### src/rtl/calc2_port_driver.sv
// ---------------------------------------------------------------------------
// calc2_port_driver
//
// Drives one request port of calc2_top and tracks its responses. Whole
// commands (cmd, op1, op2) arrive over a valid/ready handshake and leave as
// the two-beat calc2 request (beat 1: cmd/op1/tag, beat 2: cmd=0/op2/tag)
// under a locally allocated 2-bit tag. Returning responses are matched
// against the allocated tags and turned into exactly one completion per
// issued command; a per-tag watchdog retires commands that are never
// answered with a timeout completion (resp=3, data=0).
//
// Ports
//   c_clk, reset         clock (rising edge), asynchronous active-low reset
//   s_valid/s_ready      upstream command handshake
//   s_cmd, s_op1, s_op2  upstream command and operands
//   req_cmd_in           calc2 request command (0 = no command)
//   req_data_in          calc2 request data (op1 on beat 1, op2 on beat 2)
//   req_tag_in           calc2 request tag
//   out_resp/data/tag    calc2 response (out_resp==0 means no response)
//   rsp_valid            one-cycle completion strobe
//   rsp_resp/data/tag    completion: 1 ok, 2 overflow/invalid, 3 timeout
//   outstanding          number of allocated tags (0..4)
//   err_spurious         sticky flag: response seen on an unallocated tag
// ---------------------------------------------------------------------------
module calc2_port_driver #(
  parameter int DW      = 32,
  parameter int CW      = 4,
  parameter int TIMEOUT = 64
) (
  input  logic          c_clk,
  input  logic          reset,
  input  logic          s_valid,
  output logic          s_ready,
  input  logic [CW-1:0] s_cmd,
  input  logic [DW-1:0] s_op1,
  input  logic [DW-1:0] s_op2,
  output logic [CW-1:0] req_cmd_in,
  output logic [DW-1:0] req_data_in,
  output logic [1:0]    req_tag_in,
  input  logic [1:0]    out_resp,
  input  logic [DW-1:0] out_data,
  input  logic [1:0]    out_tag,
  output logic          rsp_valid,
  output logic [1:0]    rsp_resp,
  output logic [DW-1:0] rsp_data,
  output logic [1:0]    rsp_tag,
  output logic [2:0]    outstanding,
  output logic          err_spurious
);

  // Watchdog counters count up to TIMEOUT and saturate there.
  localparam int              CNTW     = $clog2(TIMEOUT + 1);
  localparam logic [CNTW-1:0] CNT_LAST = CNTW'(TIMEOUT - 1);
  localparam logic [CNTW-1:0] CNT_SAT  = CNTW'(TIMEOUT);
  localparam logic [1:0]      RESP_NONE    = 2'd0;
  localparam logic [1:0]      RESP_TIMEOUT = 2'd3;

  typedef enum logic [1:0] {
    IDLE  = 2'd0,
    BEAT1 = 2'd1,
    BEAT2 = 2'd2
  } state_t;

  // Number of set bits in a 4-bit mask.
  function automatic logic [2:0] popcount4(input logic [3:0] m);
    popcount4 = {2'b00, m[0]} + {2'b00, m[1]} + {2'b00, m[2]} + {2'b00, m[3]};
  endfunction

  // Index of the lowest set bit; 0 when the mask is empty.
  function automatic logic [1:0] lowest_set(input logic [3:0] m);
    logic [1:0] idx;
    casez (m)
      4'b???1: idx = 2'd0;
      4'b??10: idx = 2'd1;
      4'b?100: idx = 2'd2;
      4'b1000: idx = 2'd3;
      default: idx = 2'd0;
    endcase
    return idx;
  endfunction

  state_t          state;
  logic [3:0]      alloc_mask;
  logic [CNTW-1:0] cnt [4];
  logic [DW-1:0]   op2_hold;

  logic            has_free;
  logic            port_open;
  logic            accept;
  logic            issue;
  logic [1:0]      new_tag;
  logic            resp_seen;
  logic            resp_hit;
  logic            resp_spur;
  logic [3:0]      expired;
  logic            any_expired;
  logic [1:0]      exp_tag;
  logic            done;
  logic [1:0]      done_tag;
  logic [1:0]      done_resp;
  logic [DW-1:0]   done_data;
  logic [3:0]      free_bits;
  logic [3:0]      set_bits;
  logic [3:0]      alloc_next;

  // Upstream handshake and tag allocation from the registered state and mask.
  // s_ready is gated by reset so it reads 0 while reset is held.
  always_comb begin
    has_free  = (alloc_mask != 4'b1111);
    port_open = (state == IDLE) || (state == BEAT2);
    s_ready   = reset && port_open && has_free;
    accept    = s_valid && s_ready;
    // cmd==0 is consumed by the handshake but never issued.
    issue     = accept && (s_cmd != {CW{1'b0}});
    new_tag   = lowest_set(~alloc_mask);
  end

  // Response classification and watchdog expiry detection.
  always_comb begin
    resp_seen = (out_resp != RESP_NONE);
    resp_hit  = resp_seen && alloc_mask[out_tag];
    resp_spur = resp_seen && !alloc_mask[out_tag];
    // A counter at TIMEOUT-1 reaches TIMEOUT on this edge; one already at
    // TIMEOUT lost a previous arbitration and is still waiting.
    for (int i = 0; i < 4; i++) begin
      expired[i] = alloc_mask[i] && (cnt[i] >= CNT_LAST);
    end
    any_expired = |expired;
    exp_tag     = lowest_set(expired);
  end

  // One completion per cycle: a DUT response beats any expiry, then lowest
  // expired tag first.
  always_comb begin
    if (resp_hit) begin
      done      = 1'b1;
      done_tag  = out_tag;
      done_resp = out_resp;
      done_data = out_data;
    end else if (any_expired) begin
      done      = 1'b1;
      done_tag  = exp_tag;
      done_resp = RESP_TIMEOUT;
      done_data = {DW{1'b0}};
    end else begin
      done      = 1'b0;
      done_tag  = 2'd0;
      done_resp = RESP_NONE;
      done_data = {DW{1'b0}};
    end
  end

  // Next allocation mask. The set and freed bits never overlap: allocation
  // only picks tags free in the registered mask, freeing only hits allocated
  // ones, so a tag freed this cycle is allocatable only from the next one.
  always_comb begin
    if (done) begin
      free_bits = 4'b0001 << done_tag;
    end else begin
      free_bits = 4'b0000;
    end
    if (issue) begin
      set_bits = 4'b0001 << new_tag;
    end else begin
      set_bits = 4'b0000;
    end
    alloc_next = (alloc_mask & ~free_bits) | set_bits;
  end

  // Issue FSM with registered request outputs.
  always_ff @(posedge c_clk or negedge reset) begin
    if (!reset) begin
      state       <= IDLE;
      req_cmd_in  <= {CW{1'b0}};
      req_data_in <= {DW{1'b0}};
      req_tag_in  <= 2'd0;
      op2_hold    <= {DW{1'b0}};
    end else begin
      case (state)
        IDLE, BEAT2: begin
          if (issue) begin
            state       <= BEAT1;
            req_cmd_in  <= s_cmd;
            req_data_in <= s_op1;
            req_tag_in  <= new_tag;
            op2_hold    <= s_op2;
          end else begin
            state       <= IDLE;
            req_cmd_in  <= {CW{1'b0}};
            req_data_in <= {DW{1'b0}};
            req_tag_in  <= 2'd0;
            op2_hold    <= op2_hold;
          end
        end
        BEAT1: begin
          state       <= BEAT2;
          req_cmd_in  <= {CW{1'b0}};
          req_data_in <= op2_hold;
          req_tag_in  <= req_tag_in;
          op2_hold    <= op2_hold;
        end
        default: begin
          state       <= IDLE;
          req_cmd_in  <= {CW{1'b0}};
          req_data_in <= {DW{1'b0}};
          req_tag_in  <= 2'd0;
          op2_hold    <= {DW{1'b0}};
        end
      endcase
    end
  end

  // Allocation mask, completion outputs, occupancy and spurious flag.
  always_ff @(posedge c_clk or negedge reset) begin
    if (!reset) begin
      alloc_mask   <= 4'b0000;
      outstanding  <= 3'd0;
      rsp_valid    <= 1'b0;
      rsp_resp     <= RESP_NONE;
      rsp_data     <= {DW{1'b0}};
      rsp_tag      <= 2'd0;
      err_spurious <= 1'b0;
    end else begin
      alloc_mask   <= alloc_next;
      outstanding  <= popcount4(alloc_next);
      rsp_valid    <= done;
      rsp_resp     <= done_resp;
      rsp_data     <= done_data;
      rsp_tag      <= done_tag;
      err_spurious <= err_spurious || resp_spur;
    end
  end

  // Per-tag watchdog: cleared on allocate/free, counts while allocated,
  // saturates at TIMEOUT so an expiry that loses arbitration is kept.
  always_ff @(posedge c_clk or negedge reset) begin
    if (!reset) begin
      for (int i = 0; i < 4; i++) begin
        cnt[i] <= {CNTW{1'b0}};
      end
    end else begin
      for (int i = 0; i < 4; i++) begin
        if (set_bits[i] || free_bits[i]) begin
          cnt[i] <= {CNTW{1'b0}};
        end else if (alloc_mask[i] && (cnt[i] != CNT_SAT)) begin
          cnt[i] <= cnt[i] + CNTW'(1);
        end else begin
          cnt[i] <= cnt[i];
        end
      end
    end
  end

endmodule
### config.mk
export PLATFORM = sky130hd
export DESIGN_NAME = calc2_port_driver
export DESIGN_NICKNAME = d
export VERILOG_FILES = /design/src/rtl/calc2_port_driver.sv
export SDC_FILE = /design/constraint.sdc
export NUM_CORES = 1
export LEC_CHECK = 0
export CAP_MARGIN = 10
export CELL_PAD_IN_SITES_DETAIL_PLACEMENT = 0
export CELL_PAD_IN_SITES_GLOBAL_PLACEMENT = 1
export CORE_MARGIN = 2
export CORE_UTILIZATION = 30
export CTS_BUF_LIST = sky130_fd_sc_hd__clkbuf_4 sky130_fd_sc_hd__clkbuf_8
export CTS_CLUSTER_SIZE = 14
export DETAILED_ROUTE_END_ITERATION = 8
export GPL_TIMING_DRIVEN = 0
export MAX_ROUTING_LAYER = met4
export PLACE_DENSITY = 0.81
export SETUP_SLACK_MARGIN = 0.4
export SLEW_MARGIN = 5
export SYNTH_ARGS = -nofsm -noshare
export SYNTH_HDL_FRONTEND = slang
export SYNTH_SLANG_ARGS = --single-unit
### constraint.sdc
create_clock -name c_clk -period 3.8 [get_ports c_clk]
set_clock_uncertainty 0.05 [all_clocks]
set_input_delay 0.38 -clock c_clk [delete_from_list [all_inputs] [get_ports c_clk]]
set_output_delay 0.38 -clock c_clk [all_outputs]
set_load 0.01 [all_outputs]
==> results of run 1 <==
## logic make-up (layout without fill, tap and decap cells)
logic type / Yosys count / count (layout) / share of synthesized area
AOI/OAI and AO/OA: 109 / 109 / 0.1298
and+or+nand+nor: 231 / 231 / 0.1755
muxes: 4 / 4 / 0.008765
DFF: 145 / 145 / 0.5911
buffers and inverters: 50 / 273 / 0.03975
adders and majority gates: 11 / 11 / 0.02364
xor gates and xnor gates: 22 / 22 / 0.03139
## metrics by stage
| step | cell area, um^2 | hold slack [ps] |
|---|---|---|
| after floorplan | 6138 | 34.41 |
| after global placement | 8338 | 409.0 |
| after detailed placement | 8371 | 290.2 |
| after CTS | 8927 | 9.877 |
| after global routing | 8927 | 22.79 |
| final | 8927 | -29.48 |
## where the power goes
group | leakage, uW | switching (uW) | total [uW] | internal, uW
clock network | 0.000224 | 646 | 1440 | 790
logic | 0.00197 | 787 | 1590 | 806
registers | 0.00190 | 212 | 2090 | 1870
## synth_stat cells (all sizes together), types with 2 or more instances
master / n
buf: 11
a41o: 4
mux2i: 2
nor2: 54
or4: 2
nand2b: 3
a32o: 2
dfrtp: 145
nand4: 10
xnor2: 10
nor4: 3
a21o: 2
nor2b: 2
a211o: 3
and3: 36
ha: 10
a31oi: 2
inv: 10
a211oi: 7
a21oi: 14
o21ai: 36
nand2: 97
a22oi: 32
and2: 6
xor2: 12
o311ai: 2
nand3: 10
clkbuf: 29
## repair_timing
item	CTS	global route
hold endpoints to repair	59	0
setup endpoints to repair	0	1
buffers inserted	0	0
hold buffers	4	0
resized for setup	0	2
## how the worst max path moves through the flow
stage / cells after the start / slack [ps] / to
2_1_floorplan: 10 / 890 / outstanding[1]$_DFF_PN0_
3_3_place_gp: 10 / -5120 / outstanding[1]$_DFF_PN0_
3_5_place_dp: 11 / 60 / outstanding[1]$_DFF_PN0_
4_1_cts: 10 / 560 / outstanding[1]$_DFF_PN0_
5_1_grt: 11 / 490 / outstanding[1]$_DFF_PN0_
6_report: 11 / 640 / outstanding[1]$_DFF_PN0_
## area by class of cell
| cell class | count | area (um^2) | area share |
|---|---|---|---|
| plain buffers | 40 | 203.9 | 0.02285 |
| clock buffers | 17 | 234.0 | 0.02621 |
| clock inverters | 15 | 230.2 | 0.02579 |
| inverters | 10 | 40.04 | 0.004485 |
| multi-input cells | 377 | 2266 | 0.2538 |
| flip-flops and latches | 145 | 3628 | 0.4064 |
| well taps | 270 | 337.8 | 0.03784 |
| repair buffers | 191 | 1987 | 0.2226 |
## layer usage
layer  share of wire  GRT usage  up-vias
met3           0.040    0.03416       25
met5               0          -        -
met2            0.49     0.2584      122
met1            0.45     0.2121     2406
li1                -          -     2398
met4           0.022    0.05625        0
## sequential cells by signal (all words and copies together) (netlist names), 2 cells and up
name         count
alloc_mask       4
cnt             28
op2_hold        32
outstanding      3
req_cmd_in       4
req_data_in     32
req_tag_in       2
rsp_data        32
rsp_resp         2
rsp_tag          2
state            2
## worst max-delay path, cell delays in order (launching register included)
cell and delay, ps:
dfrtp_1 430, ha_1 260, a211o_1 280, nand3_1 200
nor2_1 60, a311o_2 370, buf_6 160, inv_4 150
a21oi_2 90, fa_1 460, ha_1 240, ha_1 280
==> Implementation_results.wiki, run 1 <==
{| class="wikitable"
! Metric !! Value
|-
| Layout cells sized above 1 || 0.09182
|-
| Drt drc || 0
|-
| First-pass GRT wire length || around 27000 um
|-
| Initial core utilization || 0.3043
|-
| Sequential fraction of the synthesis area || 0.5911
|-
| Number of global-route vias before repair || 5004
|-
| Max-slew headroom at the worst pin || 0.5941
|-
| Core region area || 20170 um^2
|-
| Ys flop type || dfrtp_1
|-
| R2R setup slack || roughly 640 ps
|-
| Number of enable-type register cells in the synthesized netlist || 0
|-
| Time the worst path needs with I/O delays and setup || 3156 ps
|-
| Share of synthesized registers carrying an async set or reset || 1.000
|-
| Total number of vias || 4951
|-
| Post-Syn Nets || 690
|-
| Total chip power || approximately 5000 uW
|-
| Setup-violating endpoint count in the final report || 0
|-
| Minimum setup slack in the final design || 644.0 ps
|-
| CTS H-Tree Depth || 4
|-
| Outcome || complete, but fails checks
|-
| Clock insertion delay at the later pin of the skew report || 450 ps
|-
| Maximum clock insertion buffer count || 2
|-
| Max-cap violation count || 0
|-
| Biggest fanout along the worst timing path || 9
|-
| Filler Cell Count || 1930
|-
| Power Dens Cells || 572.9 nW/um^2
|-
| Origin of the worst setup path || cnt[21]$_DFFE_PN0P_
|-
| Dpl cells || 1029
|-
| Most common cell after layout, fill and taps aside || clkdlybuf4s50_1
|-
| Number of search-and-repair iterations in the first detailed-routing pass || 5
|-
| Synth Register Bits || between 100 and 150
|-
| Overall die height || 147.0 um
|-
| Port-buffer cells || 186
|-
| Maximum ir drop on the vdd rail || 359.8 uV
|-
| Worst-margin pin slew || 608.9 ps
|-
| Finished Core Util || 0.4426
|-
| Boundary pin count || approximately 190
|-
| Final hold slack || -29.48 ps
|-
| X dimension of the die || 147.0 um
|-
| Global placement routability congestion || just over 0.8
|-
| Sum of overflow across all layers after global routing || 0
|-
| Worst hold path type || input port to async pin
|-
| Total global-route track usage || 0.1642
|-
| Number of CTS-inserted buffers || 17
|-
| Count of distinct cell types in the synthesized netlist || 52
|-
| Synth area leader || dfrtp_1
|-
| HPWL after detailed placement || 11820 um
|-
| Final number of max-transition violations || 0
|-
| Total die area || 21620 um^2
|-
| Clock root buffer master || clkbuf_8
|-
| Nature of the critical path startpoint || flop
|-
| Critical path capture point type || flop
|-
| Violated checks || hold timing
|-
| Sink count of the clock tree || about 150
|-
| Worst reg2reg path endpoint || outstanding[1]$_DFF_PN0_
|-
| Post-route antenna net violation count || 0
|-
| Clock edge transition at the registers on the reported setup and hold paths || 90 ps
|-
| Static power due to leakage || a little over 0.004 uW
|-
| Cell types with the largest area share after synthesis || dfrtp_1 59%, nand2_1 5.9%, a22oi_1 3.9%
|-
| Post-Syn Area || between 6000 and 7000 um^2
|-
| Worst slack at placement || 63.77 ps
|-
| Data arrival at the endpoint of the critical path || 3450 ps
|-
| Post-Syn Area per Cell || ~11 um^2
|-
| Post-layout nets || 900
|-
| Top-area cell type share of the netlist area || 0.5911
|-
| Largest net degree at the start of global routing || 87
|-
| Max Fclk || 0.3169 GHz
|-
| WP data required || 4090 ps
|-
| YS warnings || 0
|-
| Count of cells along the worst register-to-register path || 11
|-
| Part of the cycle the worst path needs || 0.8305
|-
| Finished Layout Cells || 1065
|-
| Number of rows created at floorplan || 52
|-
| Mapped Cells || 572
|-
| Antenna violations before repair || 0
|-
| Crit path kind || flop to flop
|-
| Antenna diodes || 0
|-
| Count of endpoints failing hold in the final timing report || 9
|-
| Post-detailed-routing wire length || 16710 um
|-
| CTS tree || done
|-
| Routed wire length per instance || 15.69 um
|-
| Routed via count divided by cell count || 4.649
|-
| Growth of design area from synthesis to finish || 45.43%
|-
| Critical register-to-register path startpoint || cnt[21]$_DFFE_PN0P_
|-
| Commonest cells after routing, fill and taps aside || 185 x clkdlybuf4s50_1, 145 x dfrtp_1, 97 x nand2_1, 54 x nor2_1, 36 x and3_1
|-
| Unrepaired setup endpoints after global routing || no
|-
| Number of DRC markers in iteration 0 || between 200 and 300
|-
| Fin Setup TNS || 0 ps
|}
Power figures use the tool's default switching activity.
==> inputs of run 2 (changes only) <==
==> constraint.sdc (replaced) <==
create_clock -name c_clk -period 3.1 [get_ports c_clk]
set_clock_uncertainty 0.05 [all_clocks]
set_input_delay 0.31 -clock c_clk [delete_from_list [all_inputs] [get_ports c_clk]]
set_output_delay 0.31 -clock c_clk [all_outputs]
set_load 0.01 [all_outputs]
==> run 2 against run 1 <==
Net effect:
- the run now ends clean
- design area grew 2.0%
- sequential cell count is the same
- routed wire length grew 2.8%
- non-clock buffer count grew 14
- critical path type unchanged
- largest cell class unchanged
==> Implementation_results.wiki, run 2 (synthesis results as in run 1) <==
{| class="wikitable"
! Metric !! Value
|-
| Outcome || finished clean
|-
| R2R setup slack || roughly 330 ps
|-
| Antenna diodes || 0
|-
| Endpoint, Worst Hold || op2_hold[2]$_DFFE_PN0P_
|-
| Maximum ir drop on the vdd rail || 263.4 uV
|-
| Sink count of the clock tree || 145
|-
| Clock edge transition at the registers on the reported setup and hold paths || 80 ps
|-
| Worst-margin pin slew || 558.1 ps
|-
| Global placement routability congestion || 0.8078
|-
| Post-layout nets || 914
|-
| Hold Path Origin || s_op2[2]
|-
| Critical register-to-register path startpoint || cnt[7]$_DFFE_PN0P_
|-
| Sum of overflow across all layers after global routing || 0
|-
| Commonest cells after routing, fill and taps aside || 184 x clkdlybuf4s50_1, 143 x dfrtp_1, 97 x nand2_1, 53 x nor2_1, 36 x and3_1
|-
| Max-cap violation count || 0
|-
| Number of global-route vias before repair || 5035
|-
| Biggest fanout along the worst timing path || 9
|-
| HPWL after detailed placement || 12060 um
|-
| CTS tree || done
|-
| Max-slew headroom at the worst pin || 0.6279
|-
| Nature of the critical path startpoint || flop
|-
| Final hold slack || about 350 ps
|-
| Time the worst path needs with I/O delays and setup || roughly 2800 ps
|-
| Count of cells along the worst register-to-register path || 11
|-
| CTS H-Tree Depth || 4
|-
| Total die area || 21620 um^2
|-
| Count of endpoints failing hold in the final timing report || 0
|-
| Delay of the slowest cell on the worst path || between 400 and 500 ps
|-
| Worst hold path type || input port to flop
|-
| Routed via count divided by cell count || 4.639
|-
| Number of DRC markers in iteration 0 || approximately 300
|-
| Data arrival at the endpoint of the critical path || 3080 ps
|-
| Post-detailed-routing wire length || between 15000 and 20000 um
|-
| Cell breakdown of the critical path || buf_4 > a211o_1 > nand3_2 > nand2b_1 > a311o_2 > buf_12 > inv_12 > a21oi_4 > fa_1 > ha_2 > ha_4
|-
| Most common cell after layout, fill and taps aside || clkdlybuf4s50_1
|-
| Origin of the worst setup path || cnt[7]$_DFFE_PN0P_
|-
| Post-route antenna net violation count || 0
|-
| Part of the cycle the worst path needs || 0.8930
|-
| Overall die height || 147.0 um
|-
| Clock root buffer master || clkbuf_8
|-
| First-pass GRT wire length || 27050 um
|-
| Total number of vias || 5001
|-
| Number of rows created at floorplan || 52
|-
| Boundary pin count || 187
|-
| Filler Cell Count || 1880
|-
| Largest regs || op2_hold (32), req_data_in (32), rsp_data (32)
|-
| Critical path capture point type || flop
|-
| Final number of max-transition violations || 0
|-
| Port-buffer cells || 186
|-
| Layout cells sized above 1 || 0.1287
|-
| Number of stages on the worst hold path || 3
|-
| Worst reg2reg path endpoint || outstanding[1]$_DFF_PN0_
|-
| Largest net degree at the start of global routing || between 70 and 80
|-
| Finished Core Util || 0.4514
|-
| Power Dens Cells || 702.5 nW/um^2
|-
| Number of CTS-inserted buffers || 17
|-
| Clock insertion delay at the later pin of the skew report || 460 ps
|-
| Crit path kind || flop to flop
|-
| Growth of design area from synthesis to finish || 48.33%
|-
| Initial core utilization || 0.3043
|-
| Max Fclk || 0.3612 GHz
|-
| X dimension of the die || 147.0 um
|-
| Drt drc || 0
|-
| Total global-route track usage || 0.1660
|-
| Number of search-and-repair iterations in the first detailed-routing pass || 4
|-
| Worst path slowest cell || fa_1
|-
| Maximum clock insertion buffer count || 2
|-
| Unrepaired setup endpoints after global routing || yes
|-
| Routed wire length per instance || about 16 um
|-
| Core region area || 20170 um^2
|-
| WP data required || roughly 3400 ps
|-
| Setup-violating endpoint count in the final report || 0
|-
| Static power due to leakage || 0.004155 uW
|-
| Antenna violations before repair || 0
|}
-- run 2: stage by stage --
step / instances / instance area (um^2) / power (uW) / setup TNS, ps / worst slack, ps
6_report: 1078 / 9105 / 6397 / 0 / 331.7
5_1_grt: 1078 / 9105 / 6802 / 0 / 257.6
4_1_cts: 1074 / 9051 / 6413 / 0 / 315.1
3_5_place_dp: 1029 / 8393 / 4534 / -673.4 / -293.8
3_3_place_gp: 1028 / 8364 / 4510 / -1121220 / -5672
2_1_floorplan: 572 / 6165 / 3689 / 0 / 346.1
-- run 2: worst max path at each step --
stage                               end  slack [ps]  cells past startpoint
2_1_floorplan  outstanding[1]$_DFF_PN0_         350                     11
3_3_place_gp   outstanding[1]$_DFF_PN0_       -5670                     10
3_5_place_dp   outstanding[1]$_DFF_PN0_        -290                     11
4_1_cts        outstanding[1]$_DFF_PN0_         320                     10
5_1_grt        outstanding[1]$_DFF_PN0_         260                     11
6_report       outstanding[1]$_DFF_PN0_         330                     11
-- run 2: repair_timing --
action                                  in CTS  in global routing
gates resized for setup                     20                  8
setup buffers                               12                  4
endpoints found under the setup margin       3                  3
hold buffers                                 2                  0
pin swaps                                    6                  4
hold endpoints to repair                    68                  0
-- run 2: final cells by class --
| class | instances | area (um^2) | area share |
|---|---|---|---|
| timing repair buffer | 205 | 2047 | 0.2248 |
| inverter | 10 | 50.05 | 0.005497 |
| multi-input combinational | 377 | 2365 | 0.2597 |
| clock buffer | 22 | 296.5 | 0.03257 |
| buffer | 40 | 224.0 | 0.02460 |
| tap | 270 | 337.8 | 0.03710 |
| clock inverter | 9 | 153.9 | 0.01690 |
| sequential | 145 | 3631 | 0.3988 |
-- run 2: critical path, delay by kind of cell (launching register included) --
family	cells	cell delay [ps]
fa+ha+maj	3	870
compound gates	3	780
flops	1	400
buf+inv	3	380
simple gates	2	190
-- run 2: report_power, final --
group          switching [uW]  internal [uW]
Sequential                242           2300
Clock                     718            966
Combinational            1060           1110
-- run 2: routing by layer --
layer | up-vias | share of wire | GRT usage
met3 | 26 | 0.051 | 0.04658
met2 | 129 | 0.48 | 0.2582
li1 | 2411 | - | -
met1 | 2435 | 0.44 | 0.2087
met4 | 0 | 0.024 | 0.05817
met5 | - | 0 | -
